==> config.mk <==
export PLATFORM = sky130hd
export DESIGN_NAME = key_mode_select
export DESIGN_NICKNAME = d
export VERILOG_FILES = /design/src/rtl/key_mode_select.sv
export SDC_FILE = /design/constraint.sdc
export NUM_CORES = 1
export LEC_CHECK = 0
export BUFFER_PORTS_ARGS = -buffer_cell sky130_fd_sc_hd__clkbuf_2
export CAP_MARGIN = 10
export CORE_UTILIZATION = 50
export DETAILED_ROUTE_END_ITERATION = 6
export PLACE_DENSITY_LB_ADDON = 0.1
export SLEW_MARGIN = 20
export SYNTH_ARGS = -nofsm -noshare
export SYNTH_HDL_FRONTEND = slang
export SYNTH_SLANG_ARGS = --single-unit
==> constraint.sdc <==
create_clock -name sys_clk -period 2.4 [get_ports sys_clk]
set_input_delay 0.12 -clock sys_clk [delete_from_list [all_inputs] [get_ports sys_clk]]
set_output_delay 0.12 -clock sys_clk [all_outputs]
set_load 0.01 [all_outputs]
==> src/rtl/key_mode_select.sv <==
// Debounced two-button mode selector driving the LED control stage's mode index.
// Define KEY_LONGPRESS_EN to let a long hold of either key return the mode to 0.
module key_mode_select #(
  parameter int DEBOUNCE_CYCLES = 1_000_000,
  parameter int MODE_MAX        = 3,
  parameter int LONG_CYCLES     = 100_000_000
) (
  input  logic       sys_clk,
  input  logic       rst_n,
  input  logic       key_next_n,
  input  logic       key_prev_n,
  output logic [3:0] cntl,
  output logic       cntl_upd
);

  localparam int CW = $clog2(DEBOUNCE_CYCLES);
  localparam logic [CW-1:0] CNT_LAST = CW'(DEBOUNCE_CYCLES - 1);
  localparam logic [CW-1:0] CNT_ONE  = CW'(1);
  localparam logic [3:0]    MODE_TOP = 4'(MODE_MAX);
  localparam logic [3:0]    MODE_ONE = 4'd1;

  if (DEBOUNCE_CYCLES < 2) begin : g_badDebounce
    $error("DEBOUNCE_CYCLES must be at least 2");
  end
  if (MODE_MAX < 1 || MODE_MAX > 15) begin : g_badModeMax
    $error("MODE_MAX must be in 1..15");
  end
  if (LONG_CYCLES < 2) begin : g_badLong
    $error("LONG_CYCLES must be at least 2");
  end

  // Bit 0 carries the "next" key, bit 1 the "previous" key throughout.
  logic [1:0]    w_keyRaw;
  logic [1:0]    r_sync1;
  logic [1:0]    r_sync2;
  logic [1:0]    r_deb;
  logic [1:0]    r_press;
  logic [CW-1:0] r_cnt [2];
  logic          w_longFire;
  logic [3:0]    w_nextMode;

  assign w_keyRaw = {key_prev_n, key_next_n};

  always_ff @(posedge sys_clk or negedge rst_n) begin
    if (!rst_n) begin
      r_sync1 <= 2'b11;
      r_sync2 <= 2'b11;
      r_deb   <= 2'b11;
      r_press <= 2'b00;
      for (int i = 0; i < 2; i++) r_cnt[i] <= '0;
    end else begin
      r_sync1 <= w_keyRaw;
      r_sync2 <= r_sync1;
      r_press <= 2'b00;
      for (int i = 0; i < 2; i++) begin
        if (r_sync2[i] == r_deb[i]) begin
          r_cnt[i] <= '0;
        end else if (r_cnt[i] == CNT_LAST) begin
          // Only the falling debounced edge is a press; release is silent.
          r_deb[i]   <= r_sync2[i];
          r_cnt[i]   <= '0;
          r_press[i] <= ~r_sync2[i];
        end else begin
          r_cnt[i] <= r_cnt[i] + CNT_ONE;
        end
      end
    end
  end

`ifdef KEY_LONGPRESS_EN
  localparam int HW = $clog2(LONG_CYCLES + 1);
  localparam logic [HW-1:0] HOLD_FIRE = HW'(LONG_CYCLES - 1);
  localparam logic [HW-1:0] HOLD_SAT  = HW'(LONG_CYCLES);
  localparam logic [HW-1:0] HOLD_ONE  = HW'(1);

  logic [HW-1:0] r_hold [2];

  // Counting one past the fire point and stopping there makes it fire once per hold.
  always_ff @(posedge sys_clk or negedge rst_n) begin
    if (!rst_n) begin
      for (int i = 0; i < 2; i++) r_hold[i] <= '0;
    end else begin
      for (int i = 0; i < 2; i++) begin
        if (r_deb[i]) r_hold[i] <= '0;
        else if (r_hold[i] != HOLD_SAT) r_hold[i] <= r_hold[i] + HOLD_ONE;
      end
    end
  end

  assign w_longFire = (r_hold[0] == HOLD_FIRE) || (r_hold[1] == HOLD_FIRE);
`else
  assign w_longFire = 1'b0;
`endif

  always_comb begin
    w_nextMode = cntl;
    if (w_longFire) begin
      w_nextMode = 4'd0;
    end else if (r_press == 2'b01) begin
      w_nextMode = (cntl == MODE_TOP) ? 4'd0 : cntl + MODE_ONE;
    end else if (r_press == 2'b10) begin
      w_nextMode = (cntl == 4'd0) ? MODE_TOP : cntl - MODE_ONE;
    end
  end

  always_ff @(posedge sys_clk or negedge rst_n) begin
    if (!rst_n) begin
      cntl     <= 4'd0;
      cntl_upd <= 1'b0;
    end else begin
      cntl     <= w_nextMode;
      cntl_upd <= (w_nextMode != cntl);
    end
  end

endmodule

**Word-level counts from Yosys, hierarchy flattened**

Cells that the tools add are included.

- Output and inout port bits: 5
- Flip-flop bits (word level): 53
- Input bits: 4

- Reductions and logical operators: 3
- Multiplexer cells: 12
- Bitwise operators: 4
- Add/subtract/negate cells: 4
- Equal/unequal tests: 8

Operator list:

| cell | count |
|---|---|
| $mux 20 | 4 |
| $add 20x1->20 const B | 2 |
| $eq 20x20->1 const B | 2 |
| $mux 4 | 4 |
| $add 4x1->4 const B | 1 |
| $eq 4x2->1 const B | 1 |
| $logic_not 4->1 | 1 |
| $mux 1 | 4 |
| $ne 4x4->1 | 1 |
| $not 1->1 | 4 |
| $reduce_and 2->1 | 2 |
| $sub 4x1->4 const B | 1 |
| $eq 1x1->1 | 2 |
| $eq 2x1->1 const B | 1 |
| $eq 2x2->1 const B | 1 |

**Logic depth before layout (Yosys ltp)**

Gate-level depths: netlist (run 1).

- Depth in word-level cells: 5
- Mapped depth: 7
- Mapped depth without buffers: 6

**Worst setup path before layout (run 1)**

OpenSTA, ideal clock, no wires.

- Kind: register to register
- Start: register r_cnt[11] (netlist name)
- End: register r_cnt[12] (netlist name)
- Path buffers: 1
- Slack: 385 ps
- Data arrival time: 1896 ps
- Stages on the path, launching flop included: 6
- Clock period less this slack: 2015 ps
- Cell sequence: dfrtp_1 or4b_1 or4_4 o21ai_4 buf_6 nor2_1

- Word-level cells in the longest chain between the ends: 3
- Elaborated cells on any way between the ends: 4
- Those cells by class: add/sub (1); eq/ne (1); mux (2)

RTL lines:

| what | RTL line | source |
|---|---|---|
| from (decl) | 38 | `logic [CW-1:0] r_cnt [2];` |
| from (signal, indexed assignment) | 64 | `r_cnt[i] <= r_cnt[i] + CNT_ONE;` |
| $add 20x1->20 / $eq 20x20->1 (equally long branches) | 64, 58 |  |
| $mux 20 * | 58 | `end else if (r_cnt[i] == CNT_LAST) begin` |
| $mux 20 * | 56 | `if (r_sync2[i] == r_deb[i]) begin` |

Every way passes the cells marked *; elsewhere a longest branch is shown, timed or not.
A chain may end at the register's enable or synchronous reset.

**Worst setup path after layout (run 1)**

- Start: register r_cnt[0] (netlist name)
- End: register r_cnt[18] (netlist name)

Same word-level chain as after synthesis.

==> results of run 1 <==
-- final cells by class --
type | instances | area share (%)
clock buffer | 8 | 3.11
inverter | 11 | 1.43
multi-input combinational | 191 | 42.5
sequential | 53 | 46.1
tap | 70 | 3.03
timing repair buffer | 15 | 3.89
-- per-layer routing --
layer | part of all wire [%] | track usage (%) | vias up
met5 | 0 | 0 | -
met4 | 0.96 | 6.50 | 0
met3 | 2.5 | 4.47 | 4
met2 | 43 | 27.7 | 25
met1 | 53 | 25.5 | 894
li1 | - | - | 955
-- worst max-delay path, delay by kind of cell (launching register included) --
family | cells | cell delay, ns
flip-flops | 1 | 0.42
AO/OA/AOI/OAI | 1 | 0.13
adder cells (fa/ha/maj) | 1 | 0.28
AND/OR/NAND/NOR | 3 | 1.27
-- flip-flops by register name, indices dropped and copies added, names as in the netlist --
signal    count
r_press       2
r_sync2       2
cntl_upd      1
r_sync1       2
r_cnt        40
r_deb         2
cntl          4
-- kinds of logic (layout without fill, tap and decap cells) --
family          after synthesis  count (layout)  synth area share (%)
compound gates               34              34                  7.85
fa+ha+maj                     5               5                  2.38
xor+xnor                     28              28                  9.32
simple gates                121             121                  25.9
flops                        53              53                  50.7
buf+inv                      16              34                  2.62
mux                           3               3                  1.28
-- worst paths after layout --
check                      startpoint         end  slack (ns)
setup reg to reg             r_cnt[0]   r_cnt[18]        0.24
hold / removal             r_sync1[1]  r_sync2[1]        0.36
hold reg to reg            r_sync1[1]  r_sync2[1]        0.36
max in group asynchronous       rst_n    r_cnt[4]        1.48
min in group asynchronous       rst_n   r_cnt[13]        0.47
setup / recovery             r_cnt[0]   r_cnt[18]        0.24
-- layout by cell type, fill, tap and decap left out, types with 2 or more instances in the layout --
cell type / n
xor2_1: 7
clkbuf_8: 6
dfstp_2: 6
a21oi_1: 13
or4b_1: 3
nor2_1: 33
mux2_2: 3
dfrtp_1: 47
nand3_1: 14
o21ai_0: 11
nor4b_1: 4
nand2_1: 13
and3_1: 4
buf_4: 3
o31ai_1: 4
nor2b_1: 3
clkbuf_1: 2
clkbuf_2: 8
ha_1: 5
xnor2_1: 21
or4_4: 2
or4_1: 5
or3_1: 9
inv_1: 11
nor4_1: 6
nand4_1: 6
dlygate4sd3_1: 3
nand2b_1: 3
nand3b_1: 2
nor3_1: 5
-- stage by stage --
step	hold slack, ns	setup slack, ns	instances
finish	0.360	0.235	348
global route	0.363	0.134	348
CTS	0.362	0.219	348
detailed placement	0.209	0.237	337
global placement	0.207	0.314	337
floorplan	-0.176	0.385	260
-- what timing repair did --
| action | in CTS | in global routing |
|---|---|---|
| resized for setup | 0 | 0 |
| setup buffers | 0 | 0 |
| hold buffers | 3 | 0 |
| setup endpoints to repair | 0 | 0 |
| hold endpoints to repair | 49 | 0 |
-- power by group --
group	switching [mW]	total (mW)	internal (mW)
clock network	0.269	0.505	0.236
logic	0.0378	0.0572	0.0194
registers	0.0118	0.919	0.907
total	0.318	1.48	1.16
==> reports/metrics.yaml, run 1 <==
synth:
  seq_area_frac_synth_pct: 50.7
  ys.flop_type: "dfrtp_1"
  yosys_warnings: 0
  yosysTopAreaCell: "dfrtp_1"
  async_reset_ff_share_pct: 100
  synth-seq-cells: 53
  synth_edf_count: 0
  synth_top_area_share_pct: 44.7
  synth_common_cells: "dfrtp_1, nor2_1, xnor2_1, nand3_1"
  yosysMostFrequentCell: "dfrtp_1"
  synth_nets: 269
  ys_types: 44
  netlist_area_um2: 2630
  synthCells: 260
  syn_avg_cell_area_um2: 10.1
  yosys-top-cells-area: "dfrtp_1, xnor2_1, dfstp_2"
floorplanning:
  dieArea_um2: 5560
  core_area_um2: 5070
  rows: 26
  dieWidth_um: 74.5
  ios: 9
  die_h_um: 74.5
  initial_core_util_pct: 51.8
sta:
  hold_viol: 0
  fin_crit_sh_pct: 90.2
  tightest_slew_ns: 0.657
  finalCriticalPeriod_ns: 2.16
  slew-limit-headroom_pct: 56.2
  finalSetupViolCount: 0
  tns_ns: 0
  max_freq_ghz: 0.462
  final_max_slew_viol_count: 0
  skew_ns: 0.00507
  rsz0062_at_grt: "no"
critical_path:
  cp.required_ns: 2.63
  arrival_ns: 2.40
  worst_path_max_delay_cell: "or4_1"
  crit_path_start_kind: "flop"
  reg2reg_depth: 5
  worstSetupEndpointType: "flop"
  worstSetupPathType: "flop to flop"
  slowest_delay_ns: 0.64
  path_cells: "ha_1 > nand2_1 > or4_1 > or4_4 > a21oi_2"
  critical_path_peak_fanout: 7
global_routing:
  track_usage_pct: 18.2
  grt_max_degree: 54
  grt_pass1_vias: 1714
  grt_pass1_wl_mm: 7.70
  antenna_found_initial: 0
  overflow: 0
layout:
  nets: 286
  diodes: 0
  areaGrowthSynthToFinish_pct: 9.99
  design_area_um2: 2890
  register_area_um2: 1330
  multi_input_area_um2: 1230
  drive_gt1_share_pct: 12.9
  final_util_pct: 57.0
  fillers: 462
drt:
  ant_nets: 0
  wl_mm: 4.58
  vias_per_cell: 5.40
  drtIter0Drc: 63
  drt_drc_violations_left: 0
  routedWlPerCell_um: 13.1
  dr.pass1.iters: 5
  vias: 1878
clocking:
  cts.sinks: 53
  clkLatencyLatePin_ns: 0.30
  path_clk_slew_ns: 0.09
  cts_buffer_depth: 2
  cts_tree: "built"
  root_buffer: "clkbuf_8"
  cts_buffers: 5
  cts_htree_levels: 2
placement:
  dpl_cell_area_um2: 2770
  io_buffers: 8
  dp_hpwl_mm: 3.14
  gp_congestion: 0.772
power_and_ir_drop:
  power_mw: 1.48
  powerDensity_nw_per_um2: 511
  peakVddDrop_v: 0.000264
  p_leak_nw: 1.15
hold_path:
  hold_class: "flop to flop"
  hold-path-cell-count: 0
outcome:
  outcome: "completed"
job:
  max_cap_viol_count: 0
Note: power is estimated with default switching activity, not from simulation.
==> run 2: changes to the inputs <==
--- a/config.mk
+++ b/config.mk
@@ -9,7 +9,7 @@
 export CAP_MARGIN = 10
 export CORE_UTILIZATION = 50
 export DETAILED_ROUTE_END_ITERATION = 6
-export PLACE_DENSITY_LB_ADDON = 0.1
+export PLACE_DENSITY = 0.78
 export SLEW_MARGIN = 20
 export SYNTH_ARGS = -nofsm -noshare
 export SYNTH_HDL_FRONTEND = slang
==> run 2 against run 1 <==
Effect of this change: combinational power decreased by 3.7%; design area decreased by 0.69%; sequential power about the same; non-clock buffer count decreased by 1; largest power group unchanged; final cell count decreased by 0.29%; wire length about the same; first-iteration DRC count increased by 81%; largest cell class unchanged; critical path depth unchanged; register-to-register slack improved by 0.03 ns; global-route usage decreased by 0.58 points; maximum frequency increased by 1.5%; hold slack about the same; critical path type unchanged.
==> reports/metrics.yaml, run 2 (synthesized netlist as in run 1, its figures left out) <==
sta:
  fin_ws_ns: 0.268  # +0.0329 ns
  rsz0062_at_grt: "no"
  finalCriticalPeriod_ns: 2.13  # -0.0329 ns
  skew_ns: 0.00438  # -0.000690 ns
  hold_viol: 0  # unchanged
  fin_crit_sh_pct: 88.8  # -1.4 points
  final_max_slew_viol_count: 0  # unchanged
  max_freq_ghz: 0.469  # +1.5%
  finalSetupViolCount: 0  # unchanged
  tns_ns: 0  # unchanged
  tightest_slew_ns: 0.845  # +0.187 ns
  slew-limit-headroom_pct: 43.7  # -12 points
floorplanning:
  initial_core_util_pct: 51.8  # unchanged
  dieWidth_um: 74.5  # unchanged
  ios: 9  # unchanged
  rows: 26  # unchanged
  core_area_um2: 5070  # unchanged
  dieArea_um2: 5560  # unchanged
  die_h_um: 74.5  # unchanged
layout:
  fillers: 448  # -3.0%
  design_area_um2: 2870  # -0.69%
  areaGrowthSynthToFinish_pct: 9.23
  diodes: 0  # unchanged
  final_cell_mix: "dfrtp_1, nor2_1, xnor2_1, nand3_1"
  largest_reg_flops: 40  # unchanged
  final_common_cell: "dfrtp_1"
  drive_gt1_share_pct: 12.6  # -0.31 points
  multi_input_area_um2: 1230  # unchanged
  final_cell_count_no_fill: 347  # -0.29%
  reg_top3: "r_cnt (40), cntl (4)"
  register_area_um2: 1330  # unchanged
  top_register: "r_cnt"
  nets: 285  # -0.35%
drt:
  routed-wl-met2_mm: 2.17  # +9.6%
  wl_mm: 4.58  # about the same
  vias: 1945  # +3.6%
  topRoutingLayerUsed: "met4"
  wl_met3_um: 131  # +16%
  wl_met1_mm: 2.24  # -8.0%
  routedWlPerCell_um: 13.2  # +0.33%
  drt_drc_violations_left: 0  # unchanged
  drtIter0Drc: 114  # +81%
  ant_nets: 0  # unchanged
  vias_per_cell: 5.61  # +3.9%
  dr.pass1.iters: 4  # -1
placement:
  dpl_cell_area_um2: 2750  # -0.72%
  gp_congestion: 0.788  # +2.0%
  dpl.cell_count: 336  # -0.30%
  dp_hpwl_mm: 3.22  # +2.5%
  io_buffers: 8  # unchanged
  place_ws_ns: 0.281  # +0.0442 ns
clocking:
  cts_tree: "built"
  cts_buffer_depth: 2  # unchanged
  path_clk_slew_ns: 0.08  # about the same
  cts.sinks: 53  # unchanged
  root_buffer: "clkbuf_8"
  cts_buffers: 5  # unchanged
  cts_setup_buffers: 0  # unchanged
  clkLatencyLatePin_ns: 0.29  # about the same
  cts_htree_levels: 2  # unchanged
hold_path:
  hold_class: "flop to flop"
  hold_path.startpoint: "r_sync1[1]"
  hold-path-cell-count: 0  # unchanged
  holdPathEnd: "r_sync2[1]"
critical_path:
  r2r-start: "r_cnt[0]"
  cp.required_ns: 2.63  # about the same
  worstSetupPathType: "flop to flop"
  worstSetupEndpointType: "flop"
  worstReg2RegEnd: "r_cnt[18]"
  arrival_ns: 2.36  # -0.04 ns
  crit_path_start_kind: "flop"
  reg2reg_slack_ns: 0.27  # +0.03 ns
  critical_path_peak_fanout: 7  # unchanged
  reg2reg_depth: 5  # unchanged
power_and_ir_drop:
  p_leak_nw: 1.14  # -0.70%
  peakVddDrop_v: 0.000228  # -14%
  power_mw: 1.47  # -0.45%
  powerDensity_nw_per_um2: 513  # +0.25%
global_routing:
  antenna_found_initial: 0  # unchanged
  track_usage_pct: 17.7  # -0.58 points
  overflow: 0  # unchanged
  grt_max_degree: 36  # -33%
  grt_pass1_vias: 1715  # +0.058%
  grt_pass1_wl_mm: 7.51  # -2.5%
job:
  max_cap_viol_count: 0  # unchanged
outcome:
  outcome: "completed"
==> run 2: cell count changes in the layout (fill, tap and decap cells not counted), sizes merged <==
cell and delta:
buf -1
==> run 2: final cells by class <==
type,instances,share of cell area (%)
flip-flops and latches,53,46.4
clock buffers,8,3.13
repair buffers,14,3.22
inverters,11,1.44
well taps,70,3.05
multi-input cells,191,42.8
==> run 2: report_power, final <==
group | total (mW) | switching, mW | internal (mW)
combinational | 0.0551 | 0.0368 | 0.0183
clock | 0.500 | 0.264 | 0.236
sequential | 0.918 | 0.0115 | 0.907
total | 1.47 | 0.313 | 1.16
==> run 2: worst max-delay path by stage <==
| stage | slack, ns | startpoint | cells past startpoint | endpoint |
|---|---|---|---|---|
| final | 0.27 | r_cnt[0] | 5 | r_cnt[18] |
| after global routing | 0.17 | r_cnt[0] | 5 | r_cnt[18] |
| after CTS | 0.27 | r_cnt[0] | 5 | r_cnt[18] |
| after detailed placement | 0.28 | r_cnt[0] | 5 | r_cnt[18] |
| after global placement | 0.33 | r_cnt[0] | 5 | r_cnt[18] |
| after floorplan | 0.38 | r_cnt[11] | 5 | r_cnt[12] |
==> run 2: metal layers <==
metal  up-vias  GRT usage (%)
met2        32           28.4
met5         -              0
met1       956           24.2
met3         2           4.07
li1        955              -
met4         0           4.40
==> run 2: through the flow <==
stage / hold WS (ns) / util, %
finish: 0.360 / 56.6
global route: 0.368 / 56.6
CTS: 0.363 / 56.6
detailed placement: 0.210 / 54.3
global placement: 0.213 / 54.3
floorplan: -0.176 / -
==> run 2: what timing repair did <==
action	CTS	global route
hold buffers	3	0
gates resized for setup	0	0
hold endpoints to repair	31	0
==> run 2: worst max-delay path: stages (launching register included) <==
cell and delay [ns]:
dfrtp_1 0.41, ha_1 0.26, nand2_1 0.09, or4_1 0.64
or4_4 0.53, a21oi_2 0.14
==> run 3: changes to the inputs <==
--- a/config.mk
+++ b/config.mk
@@ -5,11 +5,11 @@
 export SDC_FILE = /design/constraint.sdc
 export NUM_CORES = 1
 export LEC_CHECK = 0
-export BUFFER_PORTS_ARGS = -buffer_cell sky130_fd_sc_hd__clkbuf_2
 export CAP_MARGIN = 10
 export CORE_UTILIZATION = 50
 export DETAILED_ROUTE_END_ITERATION = 6
-export PLACE_DENSITY = 0.78
+export DONT_BUFFER_PORTS = 1
+export PLACE_DENSITY = 0.77
 export SLEW_MARGIN = 20
 export SYNTH_ARGS = -nofsm -noshare
 export SYNTH_HDL_FRONTEND = slang
==> run 3 against run 2 <==
Effect of this change: largest power group unchanged; wire length fell by 2.1%; critical endpoint unchanged; largest cell class unchanged; register-to-register slack barely moved; highest routed layer unchanged; via count fell by 2.3%; final cell count fell by 2.0%.
==> reports/metrics.yaml, run 3 (synthesized netlist as in run 1, its figures left out) <==
outcome:
  outcome: "completed"
floorplanning:
  dieWidth_um: 74.5  # unchanged
  rows: 26  # unchanged
  initial_core_util_pct: 51.8  # unchanged
  dieArea_um2: 5560  # unchanged
  core_area_um2: 5070  # unchanged
  die_h_um: 74.5  # unchanged
  ios: 9  # unchanged
layout:
  areaGrowthSynthToFinish_pct: 9.42
  reg_top3: "r_cnt (40), cntl (4)"
  final_common_cell: "dfrtp_1"
  final_cell_count_no_fill: 340  # -2.0%
  final_cell_mix: "dfrtp_1, nor2_1, xnor2_1, nand3_1"
  drive_gt1_share_pct: 10.7  # -1.9 points
  diodes: 0  # unchanged
  top_register: "r_cnt"
  nets: 278  # -2.5%
  largest_reg_flops: 40  # unchanged
critical_path:
  critical_path_peak_fanout: 7  # unchanged
  slowest_delay_ns: 0.64  # about the same
  worstSetupPathType: "flop to flop"
  cp.required_ns: 2.63  # about the same
  worst_path_max_delay_cell: "or4_1"
  path_cells: "ha_1 > nand2_1 > or4_1 > or4_4 > a21oi_2"
  reg2reg_slack_ns: 0.26  # about the same
  arrival_ns: 2.37  # about the same
  crit_path_start_kind: "flop"
  worstSetupEndpointType: "flop"
sta:
  rsz0062_at_grt: "no"
  slew-limit-headroom_pct: 73.1  # +29 points
  fin_crit_sh_pct: 89.4  # +0.54 points
  tightest_slew_ns: 0.403  # -0.442 ns
  skew_ns: 0.0151  # +0.0107 ns
  finalCriticalPeriod_ns: 2.14  # +0.0131 ns
  final_max_slew_viol_count: 0  # unchanged
  hold_viol: 0  # unchanged
  max_freq_ghz: 0.466  # -0.61%
  tns_ns: 0  # unchanged
  finalSetupViolCount: 0  # unchanged
global_routing:
  grt_pass1_vias: 1739  # +1.4%
  grt_pass1_wl_mm: 7.71  # +2.8%
  track_usage_pct: 17.9  # +0.26 points
  overflow: 0  # unchanged
  grt_max_degree: 54  # +50%
  antenna_found_initial: 0  # unchanged
hold_path:
  hold_class: "primary input to asynchronous set/reset pin"
drt:
  wl_mm: 4.48  # -2.1%
  topRoutingLayerUsed: "met4"
  wl_met1_mm: 2.28  # +1.6%
  dr.pass1.iters: 4  # unchanged
  routedWlPerCell_um: 13.2  # about the same
  wl_met3_um: 109  # -17%
  routed-wl-met2_mm: 2.07  # -4.7%
  vias_per_cell: 5.59  # -0.30%
  drt_drc_violations_left: 0  # unchanged
  vias: 1900  # -2.3%
  drtIter0Drc: 134  # +18%
  ant_nets: 0  # unchanged
power_and_ir_drop:
  peakVddDrop_v: 0.000353  # +55%
  powerDensity_nw_per_um2: 538  # +5.0%
  p_leak_nw: 1.13  # -1.2%
clocking:
  cts.sinks: 53  # unchanged
  cts_buffer_depth: 2  # unchanged
  root_buffer: "clkbuf_8"
  cts_tree: "built"
  clkLatencyLatePin_ns: 0.29  # about the same
  cts_setup_buffers: 0  # unchanged
  cts_buffers: 5  # unchanged
  path_clk_slew_ns: 0.10  # +0.02 ns
  cts_htree_levels: 2  # unchanged
placement:
  dp_hpwl_mm: 3.06  # -5.0%
  io_buffers: 0  # -8
  dpl.cell_count: 328  # -2.4%
  gp_congestion: 0.761  # -3.4%
job:
  max_cap_viol_count: 0  # unchanged
==> run 3: path summary, 6_finish.rpt <==
kind,end,startpoint,cells after the start
worst max-delay path,r_cnt[18],r_cnt[0],5
worst min-delay path,r_cnt[31],rst_n,2
worst max register to register,r_cnt[18],r_cnt[0],5
worst min register to register,r_sync2[1],r_sync1[1],0
max in group asynchronous,r_sync1[0],rst_n,2
min in group sys_clk,r_sync2[1],r_sync1[1],0
==> run 3: area by class of cell <==
type                       instances  area (um2)
timing repair buffer               7        80.1
inverter                          11        41.3
fill                             448        2200
clock inverter                     2        35.0
tap                               70        87.6
sequential                        53        1330
clock buffer                       6        72.6
multi-input combinational        191        1230
==> run 3: where the power goes <==
group	switching (mW)	internal [mW]	leakage, nW
Clock	0.265	0.310	0.0552
Sequential	0.0114	0.907	0.714
Combinational	0.0364	0.0202	0.356
Total	0.313	1.24	1.13
==> run 3: critical path, delay by kind of cell, from the launching register on <==
family,cells,cell delay [ns]
flops,1,0.41
simple gates,3,1.27
compound gates,1,0.14
fa+ha+maj,1,0.28
==> run 3: what timing repair did <==
item | in CTS | in global routing
hold buffers | 4 | 0
hold endpoints to repair | 55 | 0
gates resized for setup | 0 | 0
==> run 3: stage by stage <==
stage	instance area [um2]	hold slack, ns	utilization, %	total power [mW]	setup WS [ns]
CTS	2880	0.358	56.7	1.58	0.253
floorplan	2630	-0.176	-	0.960	0.385
global placement	2710	-0.174	53.5	0.966	0.314
finish	2880	0.356	56.7	1.55	0.255
detailed placement	2710	-0.174	53.5	0.967	0.260
global route	2880	0.357	56.7	1.62	0.115
==> run 3: layer usage <==
| metal | up-vias | track usage (%) |
|---|---|---|
| met5 | - | 0 |
| met4 | 0 | 4.61 |
| met3 | 2 | 4.07 |
| met2 | 24 | 28.7 |
| met1 | 932 | 24.7 |
| li1 | 942 | - |
